$ cat src/rtl/digital_tube_pkg.sv
// Shared glyph table and decode helper for the multiplexed 7-segment scanner.
// Glyphs are active-high {g,f,e,d,c,b,a}; output polarity is applied by the top.
package digital_tube_pkg;

   localparam int PWM_PHASES = 16;

   localparam logic [7:0] SEG_OFF = 8'h00;

   // hex 0-F, with lower-case b and d so they differ from 8 and 0
   localparam logic [6:0] SEG7_HEX [16] = '{
      7'h3F, 7'h06, 7'h5B, 7'h4F, 7'h66, 7'h6D, 7'h7D, 7'h07,
      7'h7F, 7'h6F, 7'h77, 7'h7C, 7'h39, 7'h5E, 7'h79, 7'h71
   };

   function automatic logic [7:0] seg7_decode(input logic [3:0] nibble, input logic dp);
      return {dp, SEG7_HEX[nibble]};
   endfunction

endpackage

$ cat src/rtl/seg7_decoder.sv
// Combinational hex-to-7-segment decoder, active-high {dp,g,f,e,d,c,b,a}.
module seg7_decoder
   import digital_tube_pkg::*;
(
   input  logic [3:0] I_nibble,
   input  logic       I_dp,
   output logic [7:0] O_seg
);

   assign O_seg = seg7_decode(I_nibble, I_dp);

endmodule

$ cat src/rtl/digital_tube_scan.sv
// N-digit multiplexed 7-segment scanner with frame-latched data and 16-level PWM.
// Optional leading-zero blanking is enabled by defining DIGITAL_TUBE_LZB_EN.
module digital_tube_scan
   import digital_tube_pkg::*;
#(
   parameter int DIGITS         = 4,
   parameter int CLK_DIV        = 250,
   parameter bit SEL_ACTIVE_LOW = 1'b0,
   parameter bit SEG_ACTIVE_LOW = 1'b1
) (
   input  logic                  I_sys_clk,
   input  logic                  I_rst_n,
   input  logic                  I_en,
   input  logic [4*DIGITS-1:0]   I_disp_data,
   input  logic [DIGITS-1:0]     I_dp,
   input  logic [3:0]            I_bright,
   output logic [DIGITS-1:0]     O_sel,
   output logic [7:0]            O_seg,
   output logic                  O_frame
);

   localparam int DIG_W = (DIGITS > 1) ? $clog2(DIGITS) : 1;
   localparam int DIV_W = $clog2(CLK_DIV);

   localparam logic [DIV_W-1:0]  DIV_LAST = DIV_W'(CLK_DIV - 1);
   localparam logic [DIG_W-1:0]  DIG_LAST = DIG_W'(DIGITS - 1);
   localparam logic [3:0]        PH_LAST  = 4'(PWM_PHASES - 1);
   localparam logic [DIGITS-1:0] SEL_IDLE = {DIGITS{SEL_ACTIVE_LOW}};
   localparam logic [7:0]        SEG_IDLE = SEG_ACTIVE_LOW ? ~SEG_OFF : SEG_OFF;

   logic [DIV_W-1:0]    div_q, div_d;
   logic [3:0]          ph_q, ph_d;
   logic [DIG_W-1:0]    dig_q, dig_d;
   logic [4*DIGITS-1:0] shadow_data_q, shadow_data_d;
   logic [DIGITS-1:0]   shadow_dp_q, shadow_dp_d;
   logic [3:0]          shadow_bright_q, shadow_bright_d;
   logic [DIGITS-1:0]   sel_q, sel_d;
   logic [7:0]          seg_q, seg_d;
   logic                frame_q, frame_d;

   logic                ph_tick;
   logic                frame_start;
   logic [3:0]          nibble;
   logic                dp_cur;
   logic                digit_shown;
   logic [7:0]          seg_raw;
   logic [DIGITS-1:0]   sel_onehot;

   always_comb begin
      div_d       = '0;
      ph_d        = '0;
      dig_d       = '0;
      ph_tick     = 1'b0;
      frame_start = 1'b0;
      if (I_en) begin
         ph_tick     = (div_q == DIV_LAST);
         frame_start = (div_q == '0) && (ph_q == '0) && (dig_q == '0);
         div_d       = ph_tick ? '0 : div_q + 1'b1;
         ph_d        = ph_tick ? ph_q + 1'b1 : ph_q;
         dig_d       = dig_q;
         if (ph_tick && (ph_q == PH_LAST)) begin
            dig_d = (dig_q == DIG_LAST) ? '0 : dig_q + 1'b1;
         end
      end
   end

   // The output register must show the freshly latched frame on its first cycle,
   // so the drive logic below looks at the shadow next-values.
   always_comb begin
      shadow_data_d   = frame_start ? I_disp_data : shadow_data_q;
      shadow_dp_d     = frame_start ? I_dp        : shadow_dp_q;
      shadow_bright_d = frame_start ? I_bright    : shadow_bright_q;
   end

   always_comb begin
      nibble = 4'h0;
      dp_cur = 1'b0;
      for (int k = 0; k < DIGITS; k++) begin
         if (dig_q == DIG_W'(k)) begin
            nibble = shadow_data_d[4*k +: 4];
            dp_cur = shadow_dp_d[k];
         end
      end
   end

`ifdef DIGITAL_TUBE_LZB_EN
   logic [DIG_W-1:0] hi_idx;

   always_comb begin
      hi_idx = '0;
      for (int k = 0; k < DIGITS; k++) begin
         if (shadow_data_d[4*k +: 4] != 4'h0) hi_idx = DIG_W'(k);
      end
      digit_shown = (dig_q <= hi_idx) || dp_cur;
   end
`else
   assign digit_shown = 1'b1;
`endif

   seg7_decoder u_dec (
      .I_nibble (nibble),
      .I_dp     (dp_cur),
      .O_seg    (seg_raw)
   );

   assign sel_onehot = DIGITS'(1) << dig_q;

   always_comb begin
      sel_d   = SEL_IDLE;
      seg_d   = SEG_IDLE;
      frame_d = frame_start;
      if (I_en && digit_shown && (ph_q <= shadow_bright_d)) begin
         sel_d = SEL_ACTIVE_LOW ? ~sel_onehot : sel_onehot;
         seg_d = SEG_ACTIVE_LOW ? ~seg_raw : seg_raw;
      end
   end

   always_ff @(posedge I_sys_clk) begin
      if (!I_rst_n) begin
         div_q           <= '0;
         ph_q            <= '0;
         dig_q           <= '0;
         shadow_data_q   <= '0;
         shadow_dp_q     <= '0;
         shadow_bright_q <= '0;
         sel_q           <= SEL_IDLE;
         seg_q           <= SEG_IDLE;
         frame_q         <= 1'b0;
      end else begin
         div_q           <= div_d;
         ph_q            <= ph_d;
         dig_q           <= dig_d;
         shadow_data_q   <= shadow_data_d;
         shadow_dp_q     <= shadow_dp_d;
         shadow_bright_q <= shadow_bright_d;
         sel_q           <= sel_d;
         seg_q           <= seg_d;
         frame_q         <= frame_d;
      end
   end

   assign O_sel   = sel_q;
   assign O_seg   = seg_q;
   assign O_frame = frame_q;

endmodule
$ cat config.mk
export PLATFORM = sky130hd
export DESIGN_NAME = digital_tube_scan
export DESIGN_NICKNAME = d
export VERILOG_FILES = /design/src/rtl/digital_tube_pkg.sv /design/src/rtl/seg7_decoder.sv /design/src/rtl/digital_tube_scan.sv
export SDC_FILE = /design/constraint.sdc
export NUM_CORES = 1
export LEC_CHECK = 0
export CORE_MARGIN = 3
export CORE_UTILIZATION = 30
export DETAILED_ROUTE_END_ITERATION = 8
export GPL_ROUTABILITY_DRIVEN = 0
export SYNTH_ARGS = -nofsm -noshare
export SYNTH_HDL_FRONTEND = slang
export SYNTH_HIERARCHICAL = 1
export SYNTH_SLANG_ARGS = --single-unit
$ cat constraint.sdc
create_clock -name I_sys_clk -period 9.15 [get_ports I_sys_clk]
set_input_delay 2.745 -clock I_sys_clk [delete_from_list [all_inputs] [get_ports I_sys_clk]]
set_output_delay 2.745 -clock I_sys_clk [all_outputs]
set_load 0.05 [all_outputs]
## After elaboration in Yosys (flattened, before gate mapping)

Memory sizes are Yosys's and may differ from the RTL's.
Cells that the tools add are included.

- Bitwise logic cells: 4
- Shift-type cells: 1
- Mux-type cells: 15
- Add/subtract/negate cells: 3
- Reduce and logical (&&, ||, !) cells: 10
- Equality and inequality tests: 5
- Magnitude comparators: 2

Operator list:

| kind | count |
|---|---|
| 2-to-1 mux 4 bit | 6 |
| 2-to-1 mux 16 bit | 1 |
| 2-to-1 mux 7 bit | 2 |
| adder 8 x 1 -> 8 bit (second input constant) | 1 |
| == test 8 bit (second input constant) | 1 |
| zero test 8 bit | 1 |
| inverter 8 bit | 1 |
| >= comparator 5 bit (second input constant) | 1 |
| 2-to-1 mux 1 bit | 5 |
| inverter 4 -> 5 bit | 1 |
| adder 4 x 1 -> 4 bit (second input constant) | 1 |
| == test 2 bit (second input constant) | 2 |
| == test 4 bit (second input constant) | 1 |
| less-or-equal comparator 4 bit | 1 |
| logical AND 1 bit | 4 |
| zero test 4 bit | 1 |
| AND reduction 2 bit | 2 |
| << shifter 1 x 2 -> 4 bit (first input constant) | 1 |
| OR reduction 3 bit | 1 |
| adder 2 x 1 -> 2 bit (second input constant) | 1 |
| == test 2 x 1 -> 1 bit (second input constant) | 1 |
| zero test 2 bit | 1 |
| 2-to-1 mux 2 bit | 1 |
| inverter 1 bit | 2 |

- Memories: 1
- Output and inout port bits: 13
- Register bits after elaboration: 51
- ROM bits: 112

Memories:

| name | depth | width | rd ports | clocked after Yosys merged registers in | wr ports | line | source |
|---|---|---|---|---|---|---|---|
| (name not given) | 16 | 7 | 1 | 0 | 0 | digital_tube_pkg.sv:16 | `return {dp, SEG7_HEX[nibble]};` |

## Longest topological paths before layout

Gate-level depths: netlist of run 1.

- Depth after elaboration: 14
- Depth in mapped cells: 15
- Depth with buffers taken out: 12

## Modules after synthesis

The synthesis of run 1 kept the hierarchy.

Modules (own cells, without submodules):

| module | cells an instance | instances | area an instance (µm²) |
|---|---|---|---|
| digital_tube_scan | 237 | 1 | 2282.2 |
| seg7_decoder | 34 | 1 | 301.5 |

## Least setup slack after synthesis of run 1

Ideal clock, no wire load.

- Path kind: input to register
- Start: in I_en
- End: reg seg_q[3] (netlist: O_seg[3])
- Arrival: 5.385 ns
- Setup slack: 3.699 ns
- Required time: 9.084 ns
- Path buffers: 4
- Stages on the path: 12
- Path through: buf_2 and4b_1 buf_2 nand3_2 buf_6 buf_2 mux2i_1 a221oi_1 inv_1 ha_1 mux4_1 nand4_1

- Longest elaborated chain between the ends: 11
- Elaborated cells on any way between the ends: 15

RTL lines:

| what | line | source |
|---|---|---|
| start: declaration | digital_tube_scan.sv:13 | `input logic I_en,` |
| 2-to-1 mux 1 bit * | digital_tube_scan.sv:55 | `if (I_en) begin` |
| 2-to-1 mux 16 bit * | digital_tube_scan.sv:70 | `shadow_data_d = frame_start ? I_disp_data : shadow_data_q;` |
| 2-to-1 mux 4 bit (3 in series) | digital_tube_scan.sv:79 | `if (dig_q == DIG_W'(k)) begin` |
| 2-to-1 mux 4 bit * | digital_tube_scan.sv:79 |  |
| net nibble[0] | digital_tube_scan.sv:43 | `logic [3:0] nibble;` |
| inverter 4 -> 5 bit (not written as such) * | digital_tube_pkg.sv:16 |  |
| memory (16 x 7 bit) * | n/a |  |
| 2-to-1 mux 7 bit (not written as such) * (2 in series) | digital_tube_pkg.sv:16 |  |
| net seg_raw[3] | digital_tube_scan.sv:46 | `logic [7:0] seg_raw;` |
| inverter 8 bit * | digital_tube_scan.sv:114 | `seg_d = SEG_ACTIVE_LOW ? ~seg_raw : seg_raw;` |
| end signal: assignment | digital_tube_scan.sv:137 | `seg_q <= seg_d;` |
| end: declaration | digital_tube_scan.sv:38 | `logic [7:0] seg_q, seg_d;` |

The timed path passes the listed nets; every way through them passes the cells marked *. The select of a mux whose other input is x is not followed.
A chain may end at the register's enable or synchronous reset.

## Worst setup path after layout of run 1

Same ends and word-level chain as after synthesis.

==> impl_metrics.ini, run 1 <==
[run_status]
outcome = finished clean

[floorplanning]
core_um2 = 8299
ios = 40
initial_core_util_pct = 31.13
die_x_um = 98.81
fp.dieArea_um2 = 9762
rows = 33
die_y_um = 98.81

[clock_tree]
cts_buffer_depth = 2
cts_resized = 0
cts_tree = yes
cts_made_buffers = 5
clk_latency_ps = 300
cts_hold_buf = 0
cts.sinks = 51
postCtsSetupBuffers = 0
root_buffer = clkbuf_8
path_clk_slew_ps = 90
h-tree-depth = 2

[routing]
via_count = 2009
wl_per_cell_um = 13.62
via_per_inst = 4.900
drt_pass1_iterations = 4
drt_iter0_drc = 69
routed_wl_um = 5584
drc = 0
antenna_left = 0

[layout]
n_antenna_cell = 0
area_delta_synth_final_pct = 21.02
drive_gt1_share_pct = 7.869
stdcell_count = 410
nets = 352

[worst_setup_path]
critPathCaptureType = register
cp.arrival_ps = 6620
crit_slowest_cell = clkdlybuf4s50_1
crit_path_cell_trace = clkdlybuf4s50_1 -> and4b_1 -> nand3_2 -> mux2_2 -> a221oi_1 -> a221oi_1 -> inv_1 -> ha_1 -> mux4_1 -> nand4_1
reg2reg_to = O_seg[3]$_SDFF_PN1_
path_delay_family = simple AND/OR/NAND/NOR gates
critPathMaxStageDelay_ps = 700
worst_ep_required_time_ps = 9380
critPathLaunchType = input pin
critical_path_class = in -> reg
cp_max_fo = 22
ff2ff_setup_slack_ps = 5290
cp_common_cell = a221oi_1
timing.rr.start = dig_q[0]$_SDFFE_PN0P_
r2r_cells = 11
cp_num_buf_inv = 2
critical_path_depth = 10

[min_path]
min_to = shadow_data_q[2]$_SDFF_PN0_
holdCritStartpoint = shadow_data_q[2]$_SDFF_PN0_
hp-class = reg -> reg
min_delay_path_depth = 2

[timing]
report.final.hold_viol_count = 0
fin_crit_sh_pct = 69.78
setup_viol = 0
worst-slew-pin-transition_ps = 1248
timing.final.ws_setup_ps = 2765
finalSetupTns_ps = 0
min_period_ps = 6385
rsz0062_at_grt = no
finalClockSkew_ps = 6.957
fmax_ghz = 0.1566
drv_slew = 0
slew_headroom_pct = 16.82

[power_and_ir_drop]
internal_power_uw = 337.1
clockPowerShare_pct = 27.8
powerDensity_nw_per_um2 = 148.9
p_sw_uw = 128.4
power.share.combinational_pct = 21.4
p_seq_share_pct = 50.8
leakagePower_uw = 0.001277
peakVddDrop_mv = 0.05534
p_sw_share_pct = 27.59

[yosys]
synth_top_area_share_pct = 39.52
netlist_area_um2 = 2584
avgSynthCellArea_um2 = 9.534
yosysWarnings = 6
syn_nets = 318
synth-seq-area-share_pct = 39.52
synth_top_flop_cell = dfxtp_1
synth_commonest_cells = 51 x dfxtp_1, 30 x nor2_1, 20 x ha_1, 18 x inv_1, 18 x nand2_1
ys_types = 42
netlist_top_cells_area = dfxtp_1 40%, ha_1 9.7%, mux2i_1 6.6%
synth_seq_cells = 51
synth_edf_count = 0
synth-async-reset-ratio_pct = 0
postSynthCellCount = 271
yosysMostFrequentCell = dfxtp_1
synth_top_area_cell = dfxtp_1

[grt]
grt_max_degree = 23
grt_pass1_wl_um = 9321
antenna_found_initial = 0
gr-total-overflow = 0
grt_pass1_vias = 1917
grtUsageTotal_pct = 11.65

[placement]
dp_hpwl_um = 4230
io_buffers = 39
dp_cells = 403
dp_slack_ps = 2461

[job]
max_cap_viol_count = 0
## per-layer routing
| metal | up-vias | share of wire [%] | track usage, % |
|---|---|---|---|
| met1 | 950 | 48 | 15.13 |
| met3 | 5 | 4.0 | 2.760 |
| met4 | 0 | 0.72 | 3.046 |
| met2 | 37 | 47 | 19.42 |
| li1 | 1017 | - | - |
| met5 | - | 0 | 0 |
## tightest hold or removal path, stage by stage (launching register included)
cell     delay, ps
dfxtp_1        330
nand2_1         60
a21oi_1         50
## flip-flops by register name, indices dropped and copies added (netlist names)
register         count
shadow_bright_q      4
shadow_data_q       16
O_seg                8
O_frame              1
ph_q                 4
dig_q                2
div_q                8
O_sel                4
shadow_dp_q          4
## placed cells by master, fill, tap and decap left out, types with 3 or more instances in the layout
cell             count
ha_1                20
nor2b_1              5
nand2_1             18
mux2i_1             17
nor4_1               4
xor2_1               5
clkbuf_8             6
a221oi_1            10
o21a_1               3
nand4_1             17
nor2_1              30
mux2_2               6
nand3_1              3
inv_1               18
dfxtp_1             51
clkdlybuf4s50_1     39
a21oi_1              7
a211o_1              5
o21ai_0              7
and2_1               7
xnor2_1              4
mux2_4               3
## metrics by stage
step           util, %  power [uW]  hold WS, ps  instance area, um^2
2_1_floorplan        -       311.6        444.6                 2584
3_3_place_gp     36.62       340.1        460.6                 3039
3_5_place_dp     36.62       341.6        471.9                 3039
4_1_cts          37.68       472.3        484.0                 3127
5_1_grt          37.68       491.5        499.0                 3127
6_report         37.68       465.5        483.8                 3127
## cell type report
class | count | area, um^2
multi-input combinational | 188 | 1418
tap | 105 | 131.4
inverter | 19 | 71.32
timing repair buffer | 40 | 397.9
clock inverter | 1 | 5.005
sequential | 51 | 1021
clock buffer | 6 | 82.58
fill | 850 | 5172
## power groups by stage
| stage | clock [uW] | sequential (uW) | combinational [uW] |
|---|---|---|---|
| 2_1_floorplan | 0 | 254 | 57.3 |
| 3_3_place_gp | 0 | 242 | 98.5 |
| 3_5_place_dp | 0 | 242 | 99.7 |
| 4_1_cts | 135 | 237 | 100 |
| 5_1_grt | 144 | 238 | 109 |
| 6_report | 129 | 237 | 99.7 |
## kinds of logic after synthesis
kind of cell | Yosys count | synth area share (%)
and+or+nand+nor | 95 | 19.90
DFF | 51 | 39.52
xor gates and xnor gates | 9 | 3.051
adders and majority gates | 20 | 9.685
AOI/OAI and AO/OA | 37 | 10.27
buffers and inverters | 32 | 5.617
muxes | 27 | 11.96
## how the worst max path moves through the flow
| stage | from | slack (ps) | endpoint |
|---|---|---|---|
| after floorplan | I_en | 3700 | O_seg[3]$_SDFF_PN1_ |
| after detailed placement | I_en | 2460 | O_seg[3]$_SDFF_PN1_ |
| after CTS | I_en | 2780 | O_seg[3]$_SDFF_PN1_ |
| final | I_en | 2770 | O_seg[3]$_SDFF_PN1_ |
| after global routing | I_en | 2490 | O_seg[3]$_SDFF_PN1_ |
| after global placement | I_en | 2570 | O_seg[3]$_SDFF_PN1_ |
No activity file was read; power rests on OpenSTA's default activity.
==> inputs of run 2 (changes only) <==
- clock period: 9.15 -> 6.3 ns (I/O delays scaled with it)
==> impl_metrics.ini, run 2 (synthesis gave the netlist of run 1 again) <==
[run_status]
outcome = finished clean

[routing]
via_count = 2004
routed_wl_um = 5668
wl_per_cell_um = 13.72
antenna_left = 0
via_per_inst = 4.852
drc = 0
drt_iter0_drc = 43
drt_pass1_iterations = 4

[timing]
finalSetupTns_ps = 0
finalClockSkew_ps = 13.43
fin_crit_sh_pct = 83.54
setup_viol = 0
slew_headroom_pct = 57.49
rsz0062_at_grt = no
fmax_ghz = 0.1900
report.final.hold_viol_count = 0
min_period_ps = 5263
worst-slew-pin-transition_ps = 633.4
drv_slew = 0

[layout]
nets = 354
n_antenna_cell = 0
largest_reg_flops = 16
fillers = 845
drive_gt1_share_pct = 8.442
area_delta_synth_final_pct = 21.50
mostFrequentLayoutCell = dfxtp_1
top_register = shadow_data_q
fin_util_pct = 37.83
final_cell_mix = 51 x dfxtp_1, 39 x clkdlybuf4s50_1, 30 x nor2_1, 20 x ha_1

[floorplanning]
die_y_um = 98.81
ios = 40
initial_core_util_pct = 31.13
rows = 33
fp.dieArea_um2 = 9762
core_um2 = 8299
die_x_um = 98.81

[worst_setup_path]
critPathCaptureType = register
critPathLaunchType = input pin
timing.rr.start = dig_q[0]$_SDFFE_PN0P_
cp_common_cell = a221oi_1
worst_ep_required_time_ps = 6540
critPathMaxStageDelay_ps = 680
reg2reg_to = O_seg[3]$_SDFF_PN1_
crit_slowest_cell = clkdlybuf4s50_1
critical_path_class = in -> reg
r2r_cells = 12
ff2ff_setup_slack_ps = 2690
cp.arrival_ps = 5500
cp_max_fo = 15
crit_path_cell_trace = clkdlybuf4s50_1 -> and4b_1 -> nand3_2 -> buf_4 -> mux2_4 -> a221oi_1 -> a221oi_1 -> inv_1 -> ha_1 -> mux4_1 -> nand4_1

[grt]
grtUsageTotal_pct = 12.06
grt_pass1_wl_um = 9542
antenna_found_initial = 0
grt_max_degree = 20
gr-total-overflow = 0
grt_pass1_vias = 2037

[placement]
io_buffers = 39
dp_hpwl_um = 4298

[clock_tree]
cts_hold_buf = 0
path_clk_slew_ps = 100
cts_tree = yes
clk_latency_ps = 310
cts_buffer_depth = 2
cts.sinks = 51
cts_made_buffers = 5
cts_resized = 0
root_buffer = clkbuf_8
postCtsSetupBuffers = 0
h-tree-depth = 2

[min_path]
min_delay_path_depth = 2
holdCritStartpoint = shadow_data_q[3]$_SDFF_PN0_
min_to = shadow_data_q[3]$_SDFF_PN0_
hp-class = reg -> reg

[power_and_ir_drop]
peakVddDrop_mv = 0.07991
leakagePower_uw = 0.001281
powerDensity_nw_per_um2 = 214.5

[job]
max_cap_viol_count = 0
[run 2: changes by cell type in the layout (fill, tap and decap cells not counted)]
cell,previous run,this run
clkbuf_1,0,1
buf_4,1,3
clkbuf_8,6,5
clkinvlp_4,0,1
[run 2: layout make-up]
type                       instances  area [um^2]  share of cell area (%)
multi-input combinational        188         1418                   45.16
inverter                          19        71.32                   2.272
clock buffer                       6        72.57                   2.312
timing repair buffer              42        412.9                   13.15
sequential                        51         1021                   32.52
tap                              105        131.4                   4.185
clock inverter                     2        12.51                  0.3986
[run 2: how the worst max path moves through the flow]
stage | from | depth (start not counted) | slack, ps | to
3_5_place_dp | I_en | 12 | 680 | O_seg[4]$_SDFF_PN1_
4_1_cts | I_en | 11 | 1010 | O_seg[3]$_SDFF_PN1_
6_report | I_en | 11 | 1040 | O_seg[3]$_SDFF_PN1_
3_3_place_gp | I_en | 11 | 850 | O_seg[3]$_SDFF_PN1_
5_1_grt | I_en | 12 | 790 | O_seg[4]$_SDFF_PN1_
2_1_floorplan | I_en | 12 | 1700 | O_seg[3]$_SDFF_PN1_
[run 2: report_power, final]
part	total (uW)	internal (uW)	switching, uW
clock	183	77.8	106
sequential	344	338	5.61
combinational	146	66.1	80.1
total	673	482	191
[run 2: critical path: cells and delay by family]
kind,cells,cell delay [ps]
and+or+nand+nor,3,770
muxes,2,710
buffers and inverters,3,1220
AOI/OAI and AO/OA,2,550
adders and majority gates,1,340
[run 2: metal layers]
layer	share of wire (%)	wire length [um]	up-vias	global-route usage, %
met4	0.97	55	0	3.256
met3	3.8	213	8	2.619
met1	48	2724	940	15.73
met5	0	0	-	0
met2	47	2674	37	20.14
li1	-	-	1019	-
[run 2: stage by stage]
step / setup slack [ps] / total power [uW] / hold WS [ps] / area [um^2] / instances
floorplan: 1704 / 452.6 / 444.6 / 2584 / 271
global placement: 849.4 / 495.7 / 461.5 / 3054 / 405
detailed placement: 677.0 / 497.5 / 474.8 / 3054 / 405
CTS: 1012 / 682.8 / 489.5 / 3139 / 413
global route: 790.2 / 713.5 / 502.9 / 3139 / 413
finish: 1037 / 673.3 / 482.2 / 3139 / 413
